**config.mk**
```make
export PLATFORM = sky130hd
export DESIGN_NAME = load_store_unit
export DESIGN_NICKNAME = d
export VERILOG_FILES = /design/src/rtl/load_store_unit.sv
export SDC_FILE = /design/constraint.sdc
export NUM_CORES = 1
export LEC_CHECK = 0
export CORE_ASPECT_RATIO = 2
export CORE_MARGIN = 2
export CORE_UTILIZATION = 48
export CTS_CLUSTER_SIZE = 16
export DETAILED_ROUTE_END_ITERATION = 7
export GPL_TIMING_DRIVEN = 0
export PLACE_DENSITY = 0.9
export SLEW_MARGIN = 40
export SYNTH_ARGS = -nofsm -noshare
export SYNTH_HDL_FRONTEND = slang
export SYNTH_SLANG_ARGS = --single-unit
```
**constraint.sdc**
```tcl
create_clock -name clk -period 5.2 [get_ports clk]
set_input_delay 0.52 -clock clk [delete_from_list [all_inputs] [get_ports clk]]
set_output_delay 0.52 -clock clk [all_outputs]
set_load 0.02 [all_outputs]
```
**src/rtl/load_store_unit.sv**
```systemverilog
// load_store_unit
//   Data-memory access stage. Takes the decoder memory controls and the
//   ALU address, runs one request/grant/response transaction on a 64-bit
//   data bus, and holds the core with `stall` until the access completes.
//   Loads come back aligned and sign- or zero-extended in `load_data`.
//
// Ports
//   clk, rst      clock, synchronous active-high reset
//   mem_read      load request
//   mem_write     store request (wins when both requests are high)
//   mem_sign      1 = zero-extend, 0 = sign-extend
//   mem_width     00 byte, 01 half, 10 word, 11 double
//   addr          byte address from the ALU
//   store_data    rs2 value for stores
//   stall         hold PC and pipeline (combinational)
//   load_data     extended load result (registered, held until next load)
//   misaligned    fault pulse while a misaligned access sits in IDLE
//   bus_*         request/grant/response data bus
//
// Configuration
//   LSU_MISALIGN_TRAP_EN  defined: misaligned accesses are trapped and
//                         raise `misaligned`; no bus transaction is issued.
//                         undefined: `misaligned` is 0 and the low address
//                         bits are truncated to natural alignment.

module load_store_unit #(
    parameter int REG_WIDTH  = 64,
    parameter int ADDR_WIDTH = 32
) (
    input  logic                  clk,
    input  logic                  rst,
    input  logic                  mem_read,
    input  logic                  mem_write,
    input  logic                  mem_sign,
    input  logic [1:0]            mem_width,
    input  logic [REG_WIDTH-1:0]  addr,
    input  logic [REG_WIDTH-1:0]  store_data,
    output logic                  stall,
    output logic [REG_WIDTH-1:0]  load_data,
    output logic                  misaligned,
    output logic                  bus_req,
    output logic                  bus_we,
    output logic [ADDR_WIDTH-1:0] bus_addr,
    output logic [7:0]            bus_be,
    output logic [REG_WIDTH-1:0]  bus_wdata,
    input  logic                  bus_gnt,
    input  logic                  bus_rvalid,
    input  logic [REG_WIDTH-1:0]  bus_rdata
);

    typedef enum logic [1:0] {
        IDLE = 2'd0,
        REQ  = 2'd1,
        WAIT = 2'd2,
        DONE = 2'd3
    } state_t;

    state_t                 state_q, state_d;

    logic                   we_q;
    logic                   sign_q;
    logic [1:0]             width_q;
    logic [2:0]             off_q;
    logic [ADDR_WIDTH-1:0]  bus_addr_q;
    logic [7:0]             bus_be_q;
    logic [REG_WIDTH-1:0]   bus_wdata_q;
    logic [REG_WIDTH-1:0]   load_data_q;

    logic                   access;
    logic [2:0]             off;
    logic [2:0]             eff_off;
    logic                   misalign_cond;
    logic [7:0]             be_d;
    logic [REG_WIDTH-1:0]   wdata_d;
    logic [REG_WIDTH-1:0]   rdata_shifted;
    logic [REG_WIDTH-1:0]   load_ext;
    logic                   unused_addr_hi;

    assign access = mem_read | mem_write;
    assign off    = addr[2:0];

    // Only the low ADDR_WIDTH address bits reach the bus.
    assign unused_addr_hi = ^addr[REG_WIDTH-1:ADDR_WIDTH];

    // Misalignment check, or natural-alignment truncation when trapping
    // is compiled out.
    always_comb begin
        misalign_cond = 1'b0;
        eff_off       = off;
`ifdef LSU_MISALIGN_TRAP_EN
        case (mem_width)
            2'b00:   misalign_cond = 1'b0;
            2'b01:   misalign_cond = off[0];
            2'b10:   misalign_cond = |off[1:0];
            default: misalign_cond = |off;
        endcase
`else
        case (mem_width)
            2'b00:   eff_off = off;
            2'b01:   eff_off = {off[2:1], 1'b0};
            2'b10:   eff_off = {off[2], 2'b00};
            default: eff_off = 3'b000;
        endcase
`endif
    end

    always_comb begin
        case (mem_width)
            2'b00:   be_d = 8'h01 << eff_off;
            2'b01:   be_d = 8'h03 << eff_off;
            2'b10:   be_d = 8'h0F << eff_off;
            default: be_d = 8'hFF;
        endcase
        wdata_d = store_data << {eff_off, 3'b000};
    end

    // Extract the addressed lane from the read data and extend it.
    always_comb begin
        rdata_shifted = bus_rdata >> {off_q, 3'b000};
        case (width_q)
            2'b00:   load_ext = {{(REG_WIDTH-8){~sign_q & rdata_shifted[7]}},
                                 rdata_shifted[7:0]};
            2'b01:   load_ext = {{(REG_WIDTH-16){~sign_q & rdata_shifted[15]}},
                                 rdata_shifted[15:0]};
            2'b10:   load_ext = {{(REG_WIDTH-32){~sign_q & rdata_shifted[31]}},
                                 rdata_shifted[31:0]};
            default: load_ext = rdata_shifted;
        endcase
    end

    always_comb begin
        state_d = state_q;
        case (state_q)
            IDLE: if (access && !misalign_cond) state_d = REQ;
            REQ:  if (bus_gnt) state_d = we_q ? DONE : WAIT;
            WAIT: if (bus_rvalid) state_d = DONE;
            DONE: state_d = IDLE;
            default: state_d = IDLE;
        endcase
    end

    always_ff @(posedge clk) begin
        if (rst) begin
            state_q     <= IDLE;
            we_q        <= 1'b0;
            sign_q      <= 1'b0;
            width_q     <= '0;
            off_q       <= '0;
            bus_addr_q  <= '0;
            bus_be_q    <= '0;
            bus_wdata_q <= '0;
            load_data_q <= '0;
        end else begin
            state_q <= state_d;
            if (state_q == IDLE && access && !misalign_cond) begin
                we_q        <= mem_write;
                sign_q      <= mem_sign;
                width_q     <= mem_width;
                off_q       <= eff_off;
                bus_addr_q  <= {addr[ADDR_WIDTH-1:3], 3'b000};
                bus_be_q    <= be_d;
                bus_wdata_q <= wdata_d;
            end
            if (state_q == WAIT && bus_rvalid) begin
                load_data_q <= load_ext;
            end
        end
    end

    assign stall      = access & ~misalign_cond & (state_q != DONE);
    assign misaligned = access & misalign_cond & (state_q == IDLE);
    assign bus_req    = (state_q == REQ);
    assign bus_we     = we_q;
    assign bus_addr   = bus_addr_q;
    assign bus_be     = bus_be_q;
    assign bus_wdata  = bus_wdata_q;
    assign load_data  = load_data_q;

endmodule

```
==> summary.md <==
| Metric | Value |
|---|---|
| Critical path's largest stage delay | `600 ps` |
| Total die area | `21500 um2` |
| Setup TNS | `0 ps` |
| Primary FF master, synth | `dfxtp_1` |
| DR vias | `11030` |
| Residual DRC count | `0` |
| ANT nets after route | `0` |
| Area contributors post-synth | `dfxtp_1 (36%), nand2_1 (8.6%), mux2i_1 (8.4%), mux4_2 (5.8%), mux2_2 (4.4%)` |
| Via/cell ratio | `6.17` |
| Max layer used | `met4` |
| Die X | `105 um` |
| Arr. time, crit path | `3590 ps` |
| Warnings, synthesis | `0` |
| Synth Instances | `1153` |
| CP endpoint kind | `register` |
| Outcome | `completed` |
| Met1 wire length | `13.8 mm` |
| Vias in the first global route | `11541` |
| Starting Density | `0.489` |
| Nets@finish | `1722` |
| Critical Path RT | `5510 ps` |
| FF+latch count, synth | `174` |
| H-tree Lvls | `4` |
| Avg WL per Cell | `26.0 um` |
| Max_slew headroom | `0.411` |
| CP Cell Sequence | `clkdlybuf4s50_1 -> inv_1 -> ha_1 -> clkbuf_1 -> and2_1 -> buf_2 -> buf_1 -> nand2_1 -> o22ai_1 -> nor3_1` |
| Post-CTS Setup Bufs | `0` |
| Reg area | `3480 um2` |
| CTS Hold Buffers Added | `0` |
| Core region area | `19900 um2` |
| Synth cell types | `48` |
| Largest area contributor in the netlist | `dfxtp_1` |
| GR Overflow Total | `0` |
| Pleak | `0.00514 uW` |
| Hold Path Class | `register to register` |
| Hold slack final | `455 ps` |
| Largest net degree at the start of global routing | `17` |
| Share of cells above drive strength 1 | `0.114` |
| Die height | `205 um` |
| Worst Tran Pin Value | `883 ps` |
| CP max-delay cell | `buf_1` |
| Final hold vios | `0` |
| Routed wl met3 | `3.54 mm` |
| Total wire length | `46.4 mm` |
| PwrDens | `419 nW/um2` |
| Asr flop ratio synth | `0` |
| GRT Total Usage | `0.430` |
| IO Pins | `373` |
| Share of the synthesized area in the top cell type | `0.358` |
| IO Port Bufs | `336` |
| Maximum clock path buffer count | `2` |
| EDFF count, synth | `0` |
| Tcrit/Tclk final | `0.631` |
| Mapped cell area | `9740 um2` |
| Met2 Wirelength | `23.7 mm` |
| Initial antenna violation count | `2` |
| Tmin final | `3280 ps` |
| Fmax achieved | `305 MHz` |
| Avg Cell Area, Syn | `8.45 um2` |
| Root Driver | `clkbuf_16` |
| Final slew viol count | `0` |
| CTS Sinks | `174` |
| Sequential fraction of the synthesis area | `0.358` |
| Crit path launch type | `primary input` |
| Initial DRC count | `775` |
| First-pass DRT Iterations | `8` |
| RSZ-0062 raised after global routing | `false` |
| FP Rows | `73` |
| Global-route wire length before repair | `68.3 mm` |
| # resized after CTS | `0` |
| Synth-to-layout area growth | `44.2%` |
| RePlAce Congestion | `1.03` |
| CP Class | `primary input to register` |
| HPWL Detailed | `36.7 mm` |
| Max Clock Skew | `8.27 ps` |
| Clk slew on worst S/H paths | `70 ps` |
| Crit-path max FO | `10` |
| Footprint of the multi-input gates | `5760 um2` |
| Filler Cell Count | `1676` |
| Clk Latency, worst-skew pair | `450 ps` |
| Setup violators final | `0` |
| Peak supply drop | `0.000352 V` |
| CTS tree | `yes` |
| CTS Buf Count | `17` |
| Max cap viols | `0` |
==> area by class of cell <==
class	count	share of cell area
multi-input combinational	865	0.410
sequential	174	0.248
timing repair buffer	336	0.240
buffer	107	0.0355
clock buffer	24	0.0329
tap	262	0.0233
clock inverter	8	0.00775
inverter	10	0.00267
antenna	2	0.000356
==> layer usage <==
layer | global-route usage | vias up
li1 | - | 4842
met1 | 0.383 | 5103
met2 | 0.760 | 790
met3 | 0.113 | 295
met4 | 0.422 | 0
met5 | 0 | -
==> logic make-up (layout without fill, tap and decap cells) <==
family / count (synthesis) / in the layout / synth area share
simple gates: 410 / 410 / 0.178
fa+ha+maj: 10 / 10 / 0.0128
flops: 174 / 174 / 0.358
compound gates: 296 / 296 / 0.210
other cells: 1 / 6 / 0.000385
mux: 145 / 145 / 0.186
buf+inv: 117 / 485 / 0.0548
==> worst paths after layout <==
check | slack (ps) | start | depth (start not counted) | to
min reg2reg | 460 | bus_addr[31] | 2 | bus_addr[31]
min | 460 | bus_addr[31] | 2 | bus_addr[31]
max reg2reg | 2200 | state_q[0] | 8 | bus_be[1]
max | 1920 | mem_width[0] | 10 | bus_wdata[62]
==> layout by cell type, fill, tap and decap left out, drive strengths merged, types with 10 or more instances in the layout <==
cell type,n
clkdlybuf4s50,336
nand2,224
dfxtp,174
a21oi,104
nor2,97
clkbuf,91
mux2i,82
o21ai,58
buf,40
mux2,38
a22oi,32
nand3,27
o211ai,25
mux4,25
nor3,23
a311oi,16
nand2b,12
a211oi,12
o22ai,12
nor2b,10
ha,10
inv,10
==> synth_stat cells (2+ instances only) <==
| library cell | number |
|---|---|
| buf_1 | 10 |
| dfxtp_1 | 174 |
| nand2_1 | 224 |
| a211oi_1 | 11 |
| nand2b_1 | 12 |
| o211ai_1 | 25 |
| o2bb2ai_1 | 8 |
| buf_2 | 16 |
| nand3_1 | 27 |
| nor4_2 | 2 |
| clkbuf_1 | 67 |
| o21ai_0 | 57 |
| a222oi_1 | 9 |
| mux2_2 | 38 |
| nor3_2 | 3 |
| a22oi_1 | 32 |
| nor2b_1 | 10 |
| a311oi_1 | 16 |
| nor3_1 | 20 |
| a221oi_1 | 9 |
| and2_1 | 4 |
| ha_1 | 10 |
| inv_1 | 9 |
| mux4_2 | 25 |
| or2_2 | 5 |
| buf_6 | 4 |
| a21oi_1 | 73 |
| o221a_2 | 8 |
| mux2i_1 | 82 |
| buf_4 | 9 |
| nand3b_1 | 2 |
| a21oi_2 | 31 |
| nor2_1 | 96 |
| o22ai_1 | 11 |
==> power breakdown <==
| group | switching [uW] | internal, uW | total, uW |
|---|---|---|---|
| Clock | 571 | 724 | 1290 |
| Sequential | 222 | 1650 | 1870 |
| Combinational | 1600 | 1110 | 2710 |
| Total | 2390 | 3480 | 5880 |
==> registers in the layout, indices dropped and copies added (netlist names), 2 cells and up <==
name and count:
bus_addr 29, bus_be 8, bus_wdata 64, load_data 64, off_q 3, state_q 2, width_q 2
==> metrics by stage <==
stage	cells	worst slack (ps)	utilization	cell area, um2	total power (uW)
after floorplan	1156	2830	-	9750	3250
after global placement	1754	1570	0.675	13400	4490
after detailed placement	1754	1610	0.676	13500	4540
after CTS	1786	2050	0.704	14000	5820
after global routing	1788	1930	0.705	14000	6100
final	1788	1920	0.705	14000	5880
==> critical path, delay by kind of cell <==
kind                       cells  cell delay, ps
AOI/OAI and AO/OA              1             390
adders and majority gates      1             150
buffers and inverters          5            1750
and+or+nand+nor                3             770
Power figures use the tool's default switching activity.
